### src/rtl/stopwatch_cu.sv
// stopwatch_cu: debounces run/clear buttons and sequences the stopwatch datapath controls
module stopwatch_cu #(
    parameter int CLK_FREQ  = 100_000_000,
    parameter int SAMPLE_HZ = 1_000,
    parameter int DB_DEPTH  = 8
) (
    input  logic       clk,
    input  logic       reset,
    input  logic       btn_run,
    input  logic       btn_clear,
    output logic       run,
    output logic       clear,
    output logic [1:0] state
);
    localparam int TICK_DIV = CLK_FREQ / SAMPLE_HZ;
    localparam int CW = $clog2(TICK_DIV);

    typedef enum logic [1:0] {
        ST_STOP  = 2'b00,
        ST_RUN   = 2'b01,
        ST_CLEAR = 2'b10
    } state_t;

    logic [CW-1:0]                cnt_q, cnt_d;
    logic [1:0][DB_DEPTH-1:0]     sr_q, sr_d;
    logic [1:0]                   lvl_q, lvl_d;
    logic [1:0]                   dly_q, dly_d;
    logic [1:0]                   btn, pulse;
    logic                         tick;
    state_t                       state_q, state_d;

    assign btn = {btn_clear, btn_run};

    // Sample tick, per-button shift/debounce and one-cycle-delayed level for edge detect
    always_comb begin
        tick  = cnt_q == CW'(TICK_DIV - 1);
        cnt_d = tick ? '0 : cnt_q + 1'b1;
        dly_d = lvl_q;
        pulse = lvl_q & ~dly_q;
        sr_d  = sr_q;
        lvl_d = lvl_q;
        for (int i = 0; i < 2; i++) begin
            sr_d[i]  = tick ? {sr_q[i][DB_DEPTH-2:0], btn[i]} : sr_q[i];
            lvl_d[i] = (&sr_q[i]) ? 1'b1 : (~|sr_q[i]) ? 1'b0 : lvl_q[i];
        end
    end

    // All state registers, cleared together by the active-low synchronous reset
    always_ff @(posedge clk) begin
        if (!reset) begin
            cnt_q   <= '0;
            sr_q    <= '0;
            lvl_q   <= '0;
            dly_q   <= '0;
            state_q <= ST_STOP;
        end else begin
            cnt_q   <= cnt_d;
            sr_q    <= sr_d;
            lvl_q   <= lvl_d;
            dly_q   <= dly_d;
            state_q <= state_d;
        end
    end

    // Next state: run press wins over clear in STOP; clear is ignored while running
    always_comb begin
        state_d = state_q;
        case (state_q)
            ST_STOP:  state_d = pulse[0] ? ST_RUN : pulse[1] ? ST_CLEAR : ST_STOP;
            ST_RUN:   state_d = pulse[0] ? ST_STOP : ST_RUN;
            ST_CLEAR: state_d = ST_STOP;
            default:  state_d = ST_STOP;
        endcase
    end

    // Moore outputs decoded from the state register only
    always_comb begin
        run   = state_q == ST_RUN;
        clear = state_q == ST_CLEAR;
        state = state_q;
    end
endmodule

### config.mk
export PLATFORM = sky130hd
export DESIGN_NAME = stopwatch_cu
export DESIGN_NICKNAME = d
export VERILOG_FILES = /design/src/rtl/stopwatch_cu.sv
export SDC_FILE = /design/constraint.sdc
export NUM_CORES = 1
export LEC_CHECK = 0
export ABC_AREA = 1
export CAP_MARGIN = 20
export CORE_MARGIN = 3
export CORE_UTILIZATION = 30
export CTS_CLUSTER_DIAMETER = 60
export DETAILED_ROUTE_END_ITERATION = 12
export GPL_TIMING_DRIVEN = 1
export PLACE_DENSITY_LB_ADDON = 0.2
export SYNTH_ARGS = -nofsm -noshare
export SYNTH_HDL_FRONTEND = slang
export SYNTH_SLANG_ARGS = --single-unit
### constraint.sdc
create_clock -name clk -period 1.5 [get_ports clk]
set_clock_uncertainty 0.2 [all_clocks]
set_input_delay 0.45 -clock clk [delete_from_list [all_inputs] [get_ports clk]]
set_output_delay 0.45 -clock clk [all_outputs]
set_load 0.05 [all_outputs]
# After elaboration in Yosys (flattened, before gate mapping)
# Index checks and enable logic that the tools add are counted.
dict set report totals {
  word_cells 30
  reg_bits 39
  input_bits 4
  output_inout_bits 4
}
dict set report classes {
  n_addsub 1
  mux 8
  n_eq_ne 5
  reduce_logical 6
  bitwise_logic 3
}
# op n
set ops {}
lappend ops {{adder 17 x 1 -> 17 bit (second input constant)} 1}
lappend ops {{equality test 17 bit (second input constant)} 1}
lappend ops {{AND reduction 8 bit} 2}
lappend ops {{OR reduction 8 bit} 2}
lappend ops {{2-to-1 mux 1 bit} 5}
lappend ops {{2-to-1 mux 2 bit} 2}
lappend ops {{inequality test 2 bit (second input constant)} 2}
lappend ops {{case mux 2 bit (2 select lines)} 1}
lappend ops {{bitwise AND 2 bit} 1}
lappend ops {{equality test 2 x 1 -> 1 bit (second input constant)} 1}
lappend ops {{equality test 2 bit (second input constant)} 1}
lappend ops {{logical NOT 2 bit} 1}
lappend ops {{inverter 2 bit} 1}
lappend ops {{OR reduction 2 bit} 1}
lappend ops {{inverter 1 bit} 1}

# Longest topological paths before layout
dict set report depth {
  word_depth 5
  ltp_mapped 9
  depth_no_buf 8
}

# Worst setup path before layout
# OpenSTA, ideal clock, no wires.
dict set report synth_timing {
  path_type {flip-flop to output port}
  from {register state_q[1], in the netlist state[1]}
  to {output port clear}
  required_time_ns 0.850
  slack_ns -0.551
  path_stages_with_launch 3
  n_path_buf 0
  arrival_ns 1.401
  cell_sequence {dfxtp_1 inv_1 nor2_1}
}
dict set report synth_between {
  elab_chain_cells 1
}
# item line_no
set synth_rtl {}
lappend synth_rtl {{start, declared} 30} ;# state_t state_q, state_d;
lappend synth_rtl {{start signal, assigned} 61} ;# state_q <= state_d;
lappend synth_rtl {{equality test 2 bit} 79} ;# clear = state_q == ST_CLEAR;
lappend synth_rtl {{end, declared} 12} ;# output logic clear,
# No other way between the ends.

# Final worst setup path
dict set report layout_timing {
  from {register state_q[1], in the netlist state[1]}
  to {output port run}
}
dict set report layout_between {
  elab_chain_cells 1
}
# item line_no
set layout_rtl {}
lappend layout_rtl {{equality test 2 x 1 -> 1 bit} 78} ;# run = state_q == ST_RUN;
lappend layout_rtl {{end, declared} 11} ;# output logic run,
# No other way between the ends.

==> reports/summary.txt <==
STA
---------------------------------------------------------------------------------
Number of hold-slack violations in the final timing report                      0
Max-slew headroom                                                          79.50%
Worst hold margin                                                        192.3 ps
Unrepaired setup endpoints after global routing                              true
Final setup violation count                                                    37
Share of the clock period used by the worst path after layout              109.0%
FMAX                                                                    611.4 MHz
Post-route worst setup slack                                            -135.5 ps
Worst-margin pin slew                                                    306.3 ps
Number of max-slew violations in the final report                               0
Period minus WS final                                                     1636 ps

CLOCKING
---------------------------------------------------------------------------------
CTS tree                                                                    built
Depth of the CTS H-tree                                                         2
Number of buffers created by CTS                                                5
Count of clock tree sinks                                                      39
Register clock-pin slew on the reported worst setup and hold paths          80 ps
Clock root buffer                                                    sky130_fd_sc_hd__clkbuf_8
Buffer levels on the longest clock path                                         2
Later-pin clock latency in the skew report                                 280 ps
Hold_buf cts                                                                    0

STATUS
---------------------------------------------------------------------------------
Failing checks                                                       setup timing
Outcome                                                              finished with violations

SETUP PATH
---------------------------------------------------------------------------------
Kind of critical path                                                     reg2out
CP peak stage delay                                                        360 ps
Required time at the worst-slack endpoint                                  850 ps
Critical Path End Type                                                 output pin
Delay-heaviest family, CP                                              flip-flops
Crit path max fanout                                                            2
Total buffers and inverters traversed by the critical path                      3
Slowest cell on crit path                                            sky130_fd_sc_hd__dfxtp_4
CP startpoint kind                                                      flip-flop
WP data arrival                                                            990 ps
CP Cell Sequence                                                     inv_4 -> nand2_4 -> clkinvlp_4 -> buf_12

PLACED DESIGN
---------------------------------------------------------------------------------
Cell Area, Placed                                                        2300 µm²
IO buf count                                                                    7
Gpl congestion                                                             0.7136
Sum of net half-perimeters after detailed placement                       2746 µm

DETAILED ROUTING
---------------------------------------------------------------------------------
Residual antenna-violating net count after detailed routing                     0
Total detailed-routing wirelength                                         4052 µm
DRC marker count from the first detailed-route iteration                       36
Detailed-route DRC error count                                                  0
Number of vias per cell after detailed routing                              4.392
Via count                                                                    1713
Routed len/inst                                                          10.39 µm
Total iterations of the first detailed-routing run                              4

GLOBAL ROUTE
---------------------------------------------------------------------------------
Global-route wire length before repair                                    7210 µm
Largest net degree at the start of global routing                              17
Initial antenna violation count                                                 0
Number of global-route vias before repair                                    1618
Congestion Overflow GR                                                          0
Global Route Usage Sum                                                     12.25%

YOSYS
---------------------------------------------------------------------------------
Post-synth top flop                                                  sky130_fd_sc_hd__dfxtp_1
Yosys cell types                                                               27
Count of state elements after synthesis                                        39
Avg Cell Area, Syn                                                      7.000 µm²
Number of nets produced by synthesis                                          274
Async SR Flop Fraction                                                         0%
Total of warnings raised by yosys                                               0
Number of flops mapped to enable cells by yosys                                 0
Seq/Total Area, Yosys                                                      41.46%
Count of mapped cells out of synthesis                                        269
Post-synth design cell area                                              1883 µm²

DIE
---------------------------------------------------------------------------------
Die area                                                                 7263 µm²
Initial standard-cell utilization of the core                              31.43%
Number of top-level design ports                                                8
Total core area                                                          5991 µm²
Width of the die                                                         85.23 µm
Core Rows                                                                      28
Height of the die                                                        85.23 µm

LAYOUT
---------------------------------------------------------------------------------
Share of cells above drive strength 1                                      31.11%
Number of nets in the final layout                                            319
Area growth, synth to finish                                               41.59%
Design Area, Final                                                       2666 µm²
Antenna diode count                                                             0
Fraction of the core area covered by cells at the end of the flow          44.51%

POWER
---------------------------------------------------------------------------------
Leakage Power                                                         0.001064 µW
Power density of the placed cells                                    821.5 nW/µm²
Final Power                                                               2190 µW
Largest vdd supply drop                                                 0.3700 mV

JOB
---------------------------------------------------------------------------------
Max_cap viols                                                                   0

WORST HOLD PATH
---------------------------------------------------------------------------------
Min-Delay Path Class                                                      reg2reg

==> cells by family (layout without fill, tap and decap cells) <==
| logic type | count (synthesis) | in the layout | synth area share [%] |
|---|---|---|---|
| buffers and inverters | 46 | 91 | 10.63 |
| DFF | 39 | 39 | 41.46 |
| AOI/OAI and AO/OA | 6 | 6 | 2.325 |
| adders and majority gates | 1 | 1 | 0.6643 |
| xor gates and xnor gates | 11 | 11 | 5.116 |
| and+or+nand+nor | 166 | 167 | 39.80 |
==> through the flow <==
step / instances / setup TNS (ps) / setup slack, ps
6_report: 390 / -2083 / -135.5
5_1_grt: 390 / -4455 / -183.5
4_1_cts: 392 / -2675 / -154.8
3_5_place_dp: 370 / -8054 / -248.7
3_3_place_gp: 370 / -7502 / -219.8
2_1_floorplan: 269 / -564.0 / -58.33
==> Yosys cell counts (3+ instances only) <==
library cell / count / area share [%]
sky130_fd_sc_hd__inv_1: 37 / 7.4
sky130_fd_sc_hd__nor3_1: 4 / 1.1
sky130_fd_sc_hd__xor2_1: 7 / 3.3
sky130_fd_sc_hd__nor2_1: 67 / 13
sky130_fd_sc_hd__nand4_1: 6 / 2.0
sky130_fd_sc_hd__nor2_2: 3 / 1.0
sky130_fd_sc_hd__nand2_1: 53 / 11
sky130_fd_sc_hd__o21ai_0: 3 / 0.80
sky130_fd_sc_hd__nand3_1: 25 / 6.6
sky130_fd_sc_hd__buf_6: 3 / 1.8
sky130_fd_sc_hd__xnor2_1: 4 / 1.9
sky130_fd_sc_hd__dfxtp_1: 39 / 41
==> registers in the layout, indices dropped and copies added (netlist names) <==
register  flops
state         2
dly_q         2
sr_q         16
dly_d         2
cnt_q        17
==> layout make-up <==
| cell class | count | area [µm²] |
|---|---|---|
| inverters | 39 | 152.6 |
| repair buffers | 44 | 446.7 |
| multi-input cells | 185 | 1044 |
| fillers | 614 | 3324 |
| clock inverters | 3 | 67.56 |
| well taps | 75 | 93.84 |
| clock buffers | 5 | 68.82 |
| flip-flops and latches | 39 | 793.3 |
==> path summary, 6_finish.rpt <==
kind,startpoint,to,depth (start not counted),slack (ps)
worst max-delay path,state[1],run,4,-140
worst min-delay path,dly_q[1],state[1],1,190
worst max register to register,cnt_q[1],cnt_q[10],8,-110
worst min register to register,dly_q[1],state[1],1,190
==> power by group <==
| group | total, µW | leakage, µW | switching [µW] | internal, µW |
|---|---|---|---|---|
| Combinational | 104 | 0.000682 | 49.6 | 54.6 |
| Clock | 1040 | 0.0000644 | 377 | 664 |
| Sequential | 1050 | 0.000318 | 7.41 | 1040 |
==> layout by cell type, fill, tap and decap left out, types with 3 or more instances in the layout <==
cell and n:
sky130_fd_sc_hd__nand2_1 49, sky130_fd_sc_hd__nor2_1 44, sky130_fd_sc_hd__inv_1 35, sky130_fd_sc_hd__dfxtp_1 33
sky130_fd_sc_hd__buf_4 29, sky130_fd_sc_hd__nand3_1 25, sky130_fd_sc_hd__nor2_2 19, sky130_fd_sc_hd__nor2_4 10
sky130_fd_sc_hd__xor2_1 7, sky130_fd_sc_hd__buf_12 7, sky130_fd_sc_hd__nand4_1 6, sky130_fd_sc_hd__clkbuf_8 5
sky130_fd_sc_hd__nor3_1 4, sky130_fd_sc_hd__xnor2_1 4, sky130_fd_sc_hd__dfxtp_2 4, sky130_fd_sc_hd__buf_6 4
sky130_fd_sc_hd__nand2_4 3, sky130_fd_sc_hd__o21ai_0 3
==> worst reg2reg max path, cell delays in order, from the launching register on <==
cell,delay [ps]
sky130_fd_sc_hd__dfxtp_2,360
sky130_fd_sc_hd__ha_4,150
sky130_fd_sc_hd__nand2_4,50
sky130_fd_sc_hd__nor2_4,150
sky130_fd_sc_hd__nand3_4,110
sky130_fd_sc_hd__o21ai_4,190
sky130_fd_sc_hd__buf_6,130
sky130_fd_sc_hd__buf_8,130
sky130_fd_sc_hd__nor2_2,50
==> layer usage <==
metal,track usage (%),vias up,routed length [µm]
met5,0,-,0
met4,4.029,0,48
met3,2.913,5,120
met2,19.42,16,1898
met1,16.36,779,1984
li1,-,913,-
==> repair_timing <==
action                     4_1_cts  5_1_grt
setup buffers                   11        2
pin swaps                       22       22
setup endpoints to repair       32       37
gates resized for setup         18       30
cloned                           3        0
hold endpoints to repair         0        0
No activity file was read; power rests on OpenSTA's default activity.
